<file path="config.mk">
export PLATFORM = sky130hd
export DESIGN_NAME = stream_packet_engine_flat
export DESIGN_NICKNAME = d
export VERILOG_FILES = /design/src/rtl/stream_packet_engine_if.sv /design/src/rtl/stream_packet_engine.sv /design/src/flat_wrapper.sv
export SDC_FILE = /design/constraint.sdc
export NUM_CORES = 1
export LEC_CHECK = 0
export CORE_MARGIN = 5
export CORE_UTILIZATION = 50
export CTS_CLUSTER_DIAMETER = 50
export DETAILED_ROUTE_END_ITERATION = 12
export DONT_BUFFER_PORTS = 1
export SKIP_CTS_REPAIR_TIMING = 1
export SLEW_MARGIN = 30
export SYNTH_ARGS = -nofsm -noshare
export SYNTH_HDL_FRONTEND = slang
export SYNTH_SLANG_ARGS = --single-unit
</file>
<file path="constraint.sdc">
create_clock -name clk -period 3.9 [get_ports clk]
set_input_delay 0.39 -clock clk [delete_from_list [all_inputs] [get_ports clk]]
set_output_delay 0.39 -clock clk [all_outputs]
set_load 0.02 [all_outputs]
</file>
<file path="src/rtl/stream_packet_engine_if.sv">
// ----------------------------------------------------------------------------
// stream_packet_engine_if
//   Groups the user-side signals of the receive and transmit FIFOs that the
//   packet engine sits between.
//
//   Receive side : rdempty (FIFO empty), rdata (show-ahead head word),
//                  rdack (pop head this cycle)
//   Transmit side: wrfull (FIFO full), wrreq (push this cycle),
//                  wdata (word to push)
//
//   master modport: the packet engine (consumes rx words, produces tx words)
//   slave  modport: the FIFO side (provides rx words, accepts tx words)
// ----------------------------------------------------------------------------
interface stream_packet_engine_if #(
    parameter int DATAWIDTH = 32
);
    logic                 rdempty;
    logic [DATAWIDTH-1:0] rdata;
    logic                 rdack;
    logic                 wrfull;
    logic                 wrreq;
    logic [DATAWIDTH-1:0] wdata;

    modport master (
        input  rdempty,
        input  rdata,
        input  wrfull,
        output rdack,
        output wrreq,
        output wdata
    );

    modport slave (
        output rdempty,
        output rdata,
        output wrfull,
        input  rdack,
        input  wrreq,
        input  wdata
    );
endinterface

</file>
<file path="src/rtl/stream_packet_engine.sv">
// ----------------------------------------------------------------------------
// stream_packet_engine
//   Pops packets (header + len payload words) from the receive FIFO,
//   processes them according to the header opcode and pushes the results
//   into the transmit FIFO.
//
//   Header: [31:24] opcode, [23:16] ignored, [15:0] payload length.
//   Opcodes: 0x01 ECHO (word), 0x02 INC (word+1), 0x03 SUM (one result),
//            0x04 XOR (one result); anything else is an error packet whose
//            payload is discarded and which emits 32'hBAD0_0000 | opcode.
//
//   Ports
//     clk        system clock, rising edge
//     reset      synchronous, active-high reset
//     fifo       stream_packet_engine_if.master (rx pop / tx push handshakes)
//     busy       high whenever a packet is in progress (state != IDLE)
//     pkt_count  packets completed, wraps
//     err_count  error packets completed, wraps
// ----------------------------------------------------------------------------
module stream_packet_engine #(
    parameter int DATAWIDTH = 32,
    parameter int LENWIDTH  = 16,
    parameter int CNTWIDTH  = 16
) (
    input  logic                       clk,
    input  logic                       reset,
    stream_packet_engine_if.master     fifo,
    output logic                       busy,
    output logic [CNTWIDTH-1:0]        pkt_count,
    output logic [CNTWIDTH-1:0]        err_count
);

    localparam logic [7:0] OP_ECHO = 8'h01;
    localparam logic [7:0] OP_INC  = 8'h02;
    localparam logic [7:0] OP_SUM  = 8'h03;
    localparam logic [7:0] OP_XOR  = 8'h04;

    localparam logic [DATAWIDTH-1:0] ERR_TAG = DATAWIDTH'(32'hBAD0_0000);

    typedef enum logic [1:0] {
        IDLE  = 2'd0,
        DATA  = 2'd1,
        DRAIN = 2'd2,
        EMIT  = 2'd3
    } state_t;

    state_t               state, state_next;
    logic [7:0]           opcode;
    logic [LENWIDTH-1:0]  remaining;
    logic [DATAWIDTH-1:0] acc;

    logic [7:0]           hdr_op;
    logic [LENWIDTH-1:0]  hdr_len;
    logic                 word_accept;
    logic                 last_word;
    logic                 pkt_inc;
    logic                 err_inc;

    function automatic logic is_valid_op(input logic [7:0] op);
        return (op == OP_ECHO) || (op == OP_INC) || (op == OP_SUM) || (op == OP_XOR);
    endfunction

    // SUM and XOR fold the payload into acc and never write per word.
    function automatic logic is_reduce_op(input logic [7:0] op);
        return (op == OP_SUM) || (op == OP_XOR);
    endfunction

    function automatic logic [DATAWIDTH-1:0] stream_word(input logic [7:0] op,
                                                         input logic [DATAWIDTH-1:0] w);
        return (op == OP_INC) ? w + DATAWIDTH'(1) : w;
    endfunction

    function automatic logic [DATAWIDTH-1:0] reduce_word(input logic [7:0] op,
                                                         input logic [DATAWIDTH-1:0] a,
                                                         input logic [DATAWIDTH-1:0] w);
        return (op == OP_SUM) ? a + w : a ^ w;
    endfunction

    assign hdr_op    = fifo.rdata[31:24];
    assign hdr_len   = fifo.rdata[LENWIDTH-1:0];
    assign last_word = (remaining == LENWIDTH'(1));

    // Streaming opcodes need room in the tx FIFO to take a word; reductions
    // only need a word to be present.
    assign word_accept = !fifo.rdempty && (is_reduce_op(opcode) || !fifo.wrfull);

    assign busy = !reset && (state != IDLE);

    always_comb begin
        state_next = state;
        fifo.rdack = 1'b0;
        fifo.wrreq = 1'b0;
        fifo.wdata = '0;
        pkt_inc    = 1'b0;
        err_inc    = 1'b0;

        case (state)
            IDLE: begin
                if (!fifo.rdempty) begin
                    fifo.rdack = 1'b1;
                    if (!is_valid_op(hdr_op)) begin
                        state_next = (hdr_len == '0) ? EMIT : DRAIN;
                    end else if (hdr_len != '0) begin
                        state_next = DATA;
                    end else if (is_reduce_op(hdr_op)) begin
                        state_next = EMIT;
                    end else begin
                        pkt_inc = 1'b1;
                    end
                end
            end

            DATA: begin
                if (word_accept) begin
                    fifo.rdack = 1'b1;
                    if (!is_reduce_op(opcode)) begin
                        fifo.wrreq = 1'b1;
                        fifo.wdata = stream_word(opcode, fifo.rdata);
                    end
                    if (last_word) begin
                        if (is_reduce_op(opcode)) begin
                            state_next = EMIT;
                        end else begin
                            state_next = IDLE;
                            pkt_inc    = 1'b1;
                        end
                    end
                end
            end

            DRAIN: begin
                if (!fifo.rdempty) begin
                    fifo.rdack = 1'b1;
                    if (last_word) begin
                        state_next = EMIT;
                    end
                end
            end

            EMIT: begin
                if (!fifo.wrfull) begin
                    fifo.wrreq = 1'b1;
                    state_next = IDLE;
                    if (is_valid_op(opcode)) begin
                        fifo.wdata = acc;
                        pkt_inc    = 1'b1;
                    end else begin
                        fifo.wdata = ERR_TAG | DATAWIDTH'(opcode);
                        err_inc    = 1'b1;
                    end
                end
            end

            default: state_next = IDLE;
        endcase

        // Handshakes are silenced for the whole reset cycle, not just after it.
        if (reset) begin
            state_next = IDLE;
            fifo.rdack = 1'b0;
            fifo.wrreq = 1'b0;
            fifo.wdata = '0;
            pkt_inc    = 1'b0;
            err_inc    = 1'b0;
        end
    end

    always_ff @(posedge clk) begin
        if (reset) begin
            state     <= IDLE;
            remaining <= '0;
            acc       <= '0;
            pkt_count <= '0;
            err_count <= '0;
        end else begin
            state <= state_next;

            if (state == IDLE && fifo.rdack) begin
                opcode    <= hdr_op;
                remaining <= hdr_len;
                acc       <= '0;
            end else if ((state == DATA || state == DRAIN) && fifo.rdack) begin
                remaining <= remaining - LENWIDTH'(1);
                if (state == DATA && is_reduce_op(opcode)) begin
                    acc <= reduce_word(opcode, acc, fifo.rdata);
                end
            end

            if (pkt_inc) pkt_count <= pkt_count + CNTWIDTH'(1);
            if (err_inc) err_count <= err_count + CNTWIDTH'(1);
        end
    end

endmodule

</file>
<file path="src/flat_wrapper.sv">
// flat-port wrapper written by rule: the top's interface ports become plain ports
module stream_packet_engine_flat 
#(
    parameter int DATAWIDTH = 32,
    parameter int LENWIDTH  = 16,
    parameter int CNTWIDTH  = 16
)
  (clk, reset, busy, pkt_count, err_count, fifo_rdempty, fifo_rdata, fifo_wrfull, fifo_rdack, fifo_wrreq, fifo_wdata);
  stream_packet_engine_if #(.DATAWIDTH(DATAWIDTH)) fifo_i ();
  input  logic clk;
  input  logic reset;
  output logic busy;
  output logic [CNTWIDTH-1:0] pkt_count;
  output logic [CNTWIDTH-1:0] err_count;
  input wire logic [$bits(fifo_i.rdempty)-1:0] fifo_rdempty;
  input wire logic [$bits(fifo_i.rdata)-1:0] fifo_rdata;
  input wire logic [$bits(fifo_i.wrfull)-1:0] fifo_wrfull;
  output wire logic [$bits(fifo_i.rdack)-1:0] fifo_rdack;
  output wire logic [$bits(fifo_i.wrreq)-1:0] fifo_wrreq;
  output wire logic [$bits(fifo_i.wdata)-1:0] fifo_wdata;
  assign fifo_i.rdempty = fifo_rdempty;
  assign fifo_i.rdata = fifo_rdata;
  assign fifo_i.wrfull = fifo_wrfull;
  assign fifo_rdack = fifo_i.rdack;
  assign fifo_wrreq = fifo_i.wrreq;
  assign fifo_wdata = fifo_i.wdata;
  stream_packet_engine #(.DATAWIDTH(DATAWIDTH), .LENWIDTH(LENWIDTH), .CNTWIDTH(CNTWIDTH)) u_core (.clk(clk), .reset(reset), .fifo(fifo_i), .busy(busy), .pkt_count(pkt_count), .err_count(err_count));
endmodule
</file>
==> results of run 1 <==
per-layer routing:
metal	wire length [um]	vias to the layer above	part of all wire	global-route usage
met4	300	0	0.014	0.0687
met5	0	-	0	0
met2	9730	250	0.45	0.412
met3	1600	24	0.074	0.0506
li1	-	3369	-	-
met1	9890	3290	0.46	0.363
worst reg2reg max path, stage by stage (launching register included):
cell	delay, ns
dfxtp_1	0.34
inv_1	0.08
ha_1	0.38
inv_1	0.25
or3_1	0.37
or4_1	0.44
o221a_2	0.31
nor2_4	0.23
nand4_2	0.24
or3_1	0.40
a21oi_1	0.14
cell type report:
type,instances,area [um2],area share
Timing Repair Buffer,22,165,0.0219
Clock buffer,9,225,0.0299
Multi-Input combinational cell,783,4880,0.647
Clock inverter,7,81.3,0.0108
Tap cell,180,225,0.0299
Sequential cell,90,1880,0.250
Inverter,22,82.6,0.0109
sequential cells by signal, indices dropped and copies added (netlist names):
signal,cells
u_core.opcode,8
u_core.remaining,16
u_core.err_count,16
u_core.state,2
u_core.pkt_count,16
u_core.acc,32
per-stage QoR:
step	power, mW	worst slack, ns	utilization	instances
after global routing	2.77	0.122	0.545	1113
after detailed placement	1.73	0.625	0.523	1097
after floorplan	1.58	0.609	-	940
after global placement	1.71	0.668	0.523	1097
final	2.63	0.242	0.545	1113
after CTS	2.64	0.227	0.545	1113
layout by cell type (no fill, tap or decap), types with 4 or more instances in the layout:
| cell type | count |
|---|---|
| or3_1 | 15 |
| nand2_1 | 110 |
| nor2_1 | 138 |
| and3_1 | 16 |
| ha_1 | 41 |
| o31ai_1 | 4 |
| o22ai_1 | 9 |
| xnor2_1 | 45 |
| edfxtp_1 | 8 |
| o21ai_0 | 41 |
| a22oi_1 | 12 |
| nor4_1 | 8 |
| a31oi_1 | 9 |
| nor3_1 | 14 |
| inv_1 | 22 |
| a211oi_1 | 22 |
| or4_1 | 4 |
| clkbuf_16 | 9 |
| nand4_1 | 24 |
| o21a_1 | 4 |
| mux2i_1 | 6 |
| o211ai_1 | 4 |
| dfxtp_1 | 82 |
| a21oi_1 | 78 |
| xor2_1 | 42 |
| nand2b_1 | 4 |
| a21o_1 | 18 |
| nor3b_1 | 4 |
| nand3_1 | 40 |
| a221oi_1 | 4 |
| o21bai_1 | 6 |
| and4_1 | 6 |
| buf_4 | 22 |
power breakdown:
| part | total [mW] | internal (mW) | switching [mW] |
|---|---|---|---|
| Sequential | 1.04 | 0.984 | 0.0510 |
| Clock | 0.911 | 0.458 | 0.453 |
| Combinational | 0.685 | 0.246 | 0.439 |
| Total | 2.63 | 1.69 | 0.943 |
path summary, 6_finish.rpt:
kind                                             to  slack (ns)  cells after the start
hold reg to reg   u_core.remaining[13]$_SDFFE_PP0P_        0.47                      2
setup reg to reg  u_core.pkt_count[15]$_SDFFE_PP0P_        0.64                     10
hold / removal     u_core.err_count[5]$_SDFFE_PP0P_         0.1                      1
setup / recovery                     fifo_wdata[24]        0.24                      9
cell usage after synthesis (8+ instances only):
library cell and count:
a31oi_1 9, inv_1 22, nand4_1 24, nor3_1 14, edfxtp_1 8, a21oi_1 78
nand2_1 110, nand3_1 40, ha_1 41, xor2_1 42, o22ai_1 9, or3_1 15
a22oi_1 12, dfxtp_1 82, a21o_1 18, clkbuf_1 37, nor4_1 8, a211oi_1 22
and3_1 16, o21ai_0 41, nor2_1 138, xnor2_1 45
cell families after synthesis:
| logic type | count (synthesis) | share of synthesized area |
|---|---|---|
| and+or+nand+nor | 406 | 0.281 |
| adders and majority gates | 42 | 0.0760 |
| buffers and inverters | 67 | 0.0362 |
| muxes | 6 | 0.00857 |
| xor gates and xnor gates | 87 | 0.109 |
| AOI/OAI and AO/OA | 242 | 0.221 |
| DFF | 90 | 0.268 |
==> results.yml, run 1 <==
worst_setup_path:
  slowest_delay_ns: 0.60
  cp_slowest_cell: "or4_4"
  crit_start: "u_core.opcode[5]$_DFFE_PP_"
  path_buf_inv: 0
  worstPathCellList: "or4_4 -> nor4_4 -> and4_4 -> nand4_4 -> or3_4 -> nor2_4 -> nand2_1 -> xor2_1 -> o21ai_1"
  reg2reg_from: "u_core.state[0]$_SDFFE_PP0P_"
  path_class: "reg2out"
  start_kind: "flip-flop"
  worstPathArrival_ns: 3.27
  required_ns: 3.51
  critPathTopFamily: "simple AND/OR/NAND/NOR gates"
  endpoint_kind: "output pin"
  worstPathMaxFanout: 4
global_routing:
  antenna_found_initial: 0
  grt_pass1_wl_um: 34400
  first_global_vias: 6428
  grt_overflow: 0
  grt_start_max_net_pins: 60
  grtUsageTotal: 0.260
yosys:
  ys_async_sr_fraction: 0
  yosysWarningCount: 0
  seq_area_frac_synth: 0.268
  avgSynthCellArea_um2: 7.46
  synth_edf_count: 8
  synthesis.area_um2: 7010
  synthTopCellsByArea: "dfxtp_1 23%, nor2_1 7.4%, ha_1 7.3%, nand2_1 5.9%, xnor2_1 5.6%"
  synth_cell_type_count: 74
  synthFlopType: "dfxtp_1"
  yosysTopAreaCellShare: 0.234
  synth_seq_cells: 90
  syn-instance-count: 940
  yosysTopAreaCell: "dfxtp_1"
  synth_fp_nets: 1018
placement:
  place_area_um2: 7240
  hpwl_um: 16200
  port_buffers: 0
  gp_congestion: 0.932
clock_tree:
  tritoncts: "built"
  clk_latency_ns: 0.36
  clk_pin_slew_worst_paths_ns: 0.08
  cts-root-buf: "clkbuf_16"
  cts-htree-levels: 3
  numCtsBuffers: 9
  numClockSinks: 90
  clk_path_buf_depth: 2
detailed_routing:
  dr.pass1.iters: 5
  vias: 6933
  wl_um: 21500
  ant_nets: 0
  drc: 0
  drt-wirelength-per-cell_um: 19.3
  drt_iter0_markers: 566
  viasPerCell: 6.23
die:
  start_util: 0.507
  core-area_um2: 13800
  dieArea_um2: 16500
  pin_count: 103
  die_w_um: 128
  die_y_um: 128
  row_count: 43
worst_hold_path:
  min_from: "reset"
  min_path_type: "in2reg"
timing:
  fin_hold_ws_ns: 0.0962
  slew_headroom: 0.456
  post-route-min-period_ns: 3.66
  max_freq_mhz: 273
  hold_viol: 0
  worst_pin_slew_ns: 0.809
  setup_tns_ns: 0
  fin_crit_sh: 0.938
  drv_slew: 0
  finalSetupViolations: 0
  rsz0062_at_grt: "no"
  finClkSkew_ns: 0.0103
power:
  ir_worst_vdd_v: 0.000190
  p_per_area_nw_per_um2: 349
  power_leakage_nw: 2.77
final_layout:
  design_area_um2: 7540
  syn2layout_area_growth_pct: 7.59
  finalNetCount: 1006
  diodes: 0
  drive_gt1_frac: 0.0632
  nFillCells: 1382
run_status:
  status: "finished clean"
run:
  max_cap_viol_count: 0
(Power assumes the default switching activity.)
==> inputs of run 2 (changes only) <==
- CTS_CLUSTER_SIZE: not set -> 16
- GPL_ROUTABILITY_DRIVEN: not set -> 1
- PLACE_DENSITY: not set -> 0.68
- clock period: 3.9 -> 3 ns (I/O delays scaled with it)
==> run 2 against run 1 <==
The run now ends with setup timing left. Global-route usage is 0.46 points lower. Final cell count is 5.4% higher. Setup slack worse by 0.51 ns. Clock-buffer cell count is the same. First-iteration DRC count up 21%. Sequential share of layout area shrank 1.9 points.
==> results.yml, run 2 (synthesis results as in run 1) <==
final_layout:
  largest_reg_flops: 32
  mostFrequentLayoutCells: "132 x nor2_1, 109 x nand2_1, 81 x dfxtp_1"
  largest-register: "u_core.acc"
  finalNetCount: 1066
  layout_commonest_cell: "nor2_1"
  drive_gt1_frac: 0.145
  diodes: 0
  design_area_um2: 8170
  syn2layout_area_growth_pct: 16.5
timing:
  max_freq_mhz: 306
  fin_crit_sh: 1.09
  setup_slack_ns: -0.265
  slew_headroom: 0.607
  worst_pin_slew_ns: 0.587
  post-route-min-period_ns: 3.27
  finClkSkew_ns: 0.00891
  hold_viol: 0
  rsz0062_at_grt: "yes"
  finalSetupViolations: 22
  drv_slew: 0
clock_tree:
  cts-root-buf: "clkbuf_16"
  clk_pin_slew_worst_paths_ns: 0.07
  numCtsBuffers: 9
  clk_path_buf_depth: 2
  clk_latency_ns: 0.35
  tritoncts: "built"
  cts-htree-levels: 3
  numClockSinks: 90
global_routing:
  globalRouteMet1Util: 0.344
  antenna_found_initial: 0
  grt_util_met3: 0.0697
  grtUsageTotal: 0.255
  grt_overflow: 0
  grt.busiest_layer: "met2"
  met2_usage: 0.403
  grt_pass1_wl_um: 33900
  first_global_vias: 6498
  grt_start_max_net_pins: 60
die:
  pin_count: 103
  die_y_um: 128
  core-area_um2: 13800
  dieArea_um2: 16500
  die_w_um: 128
  row_count: 43
  start_util: 0.507
worst_setup_path:
  required_ns: 2.70
  reg2reg_from: "u_core.opcode[5]$_DFFE_PP_"
  start_kind: "flip-flop"
  path_class: "reg2out"
  worstPathCellList: "or4_4 -> nor4_4 -> and4_4 -> nand4_4 -> or3_4 -> nor2_4 -> nand4_1 -> xor2_1 -> o21ai_2 -> buf_4"
  path_buf_inv: 1
  worstPathMaxFanout: 4
  cp_slowest_cell: "or4_4"
  worstPathArrival_ns: 2.97
  crit_start: "u_core.opcode[5]$_DFFE_PP_"
  critPathTopFamily: "simple AND/OR/NAND/NOR gates"
  slowest_delay_ns: 0.57
  endpoint_kind: "output pin"
detailed_routing:
  viasPerCell: 6.14
  drt-wirelength-per-cell_um: 18.6
  drc: 0
  drt_iter0_markers: 685
  vias: 7197
  dr.pass1.iters: 5
  ant_nets: 0
  wl_um: 21800
run_status:
  status: "finished, violations left"
  violations: "setup timing"
placement:
  place_area_um2: 7630
  gp_congestion: 0.964
  port_buffers: 0
  hpwl_um: 16000
power:
  p_per_area_nw_per_um2: 426
  power_leakage_nw: 3.12
  ir_worst_vdd_v: 0.000287
  p_total_mw: 3.48
worst_hold_path:
  min_from: "reset"
  min_path_type: "in2reg"
run:
  max_cap_viol_count: 0
## run 2: changes by cell type in the layout (fill, tap and decap cells not counted), moves of 3 or more
cell / previous run / this run
buf_4: 22 / 75
buf_6: 0 / 6
nand3_1: 40 / 35
nand3_2: 0 / 4
nor2_1: 138 / 132
nor2_4: 2 / 6
xnor2_1: 45 / 42
xnor2_2: 0 / 3
## run 2: per-stage QoR
step / setup slack [ns] / TNS, ns / hold slack (ns) / std cells / utilization
2_1_floorplan: -0.0156 / -0.0156 / 0.399 / 940 / -
3_3_place_gp: -0.0267 / -0.0302 / 0.374 / 1145 / 0.552
3_5_place_dp: 0.0583 / 0 / 0.377 / 1145 / 0.552
4_1_cts: -0.326 / -3.59 / 0.00468 / 1161 / 0.573
5_1_grt: -0.371 / -6.42 / 0.00183 / 1173 / 0.591
6_report: -0.265 / -3.09 / 0.0185 / 1173 / 0.591
## run 2: layout make-up
class,count,area (um2)
clock buffers,9,225
clock inverters,7,68.8
fillers,1299,5660
inverters,22,82.6
multi-input cells,783,5030
flip-flops and latches,90,1880
well taps,180,225
repair buffers,82,651
## run 2: path summary, 6_finish.rpt
| check | to | slack, ns | cells past startpoint |
|---|---|---|---|
| worst max-delay path | fifo_wdata[26] | -0.27 | 10 |
| worst min-delay path | u_core.pkt_count[14]$_SDFFE_PP0P_ | 0.02 | 1 |
| worst max register to register | u_core.remaining[8]$_SDFFE_PP0P_ | 0.17 | 11 |
| worst min register to register | u_core.remaining[13]$_SDFFE_PP0P_ | 0.46 | 2 |
## run 2: where the power goes
part	leakage [nW]	internal [mW]	switching (mW)
registers	0.737	1.28	0.0636
logic	2.24	0.391	0.596
clock network	0.141	0.644	0.503
## run 2: layer usage
layer | share of wire | up-vias
met4 | 0.021 | 0
met5 | 0 | -
met3 | 0.082 | 40
met1 | 0.44 | 3360
li1 | - | 3497
met2 | 0.45 | 300
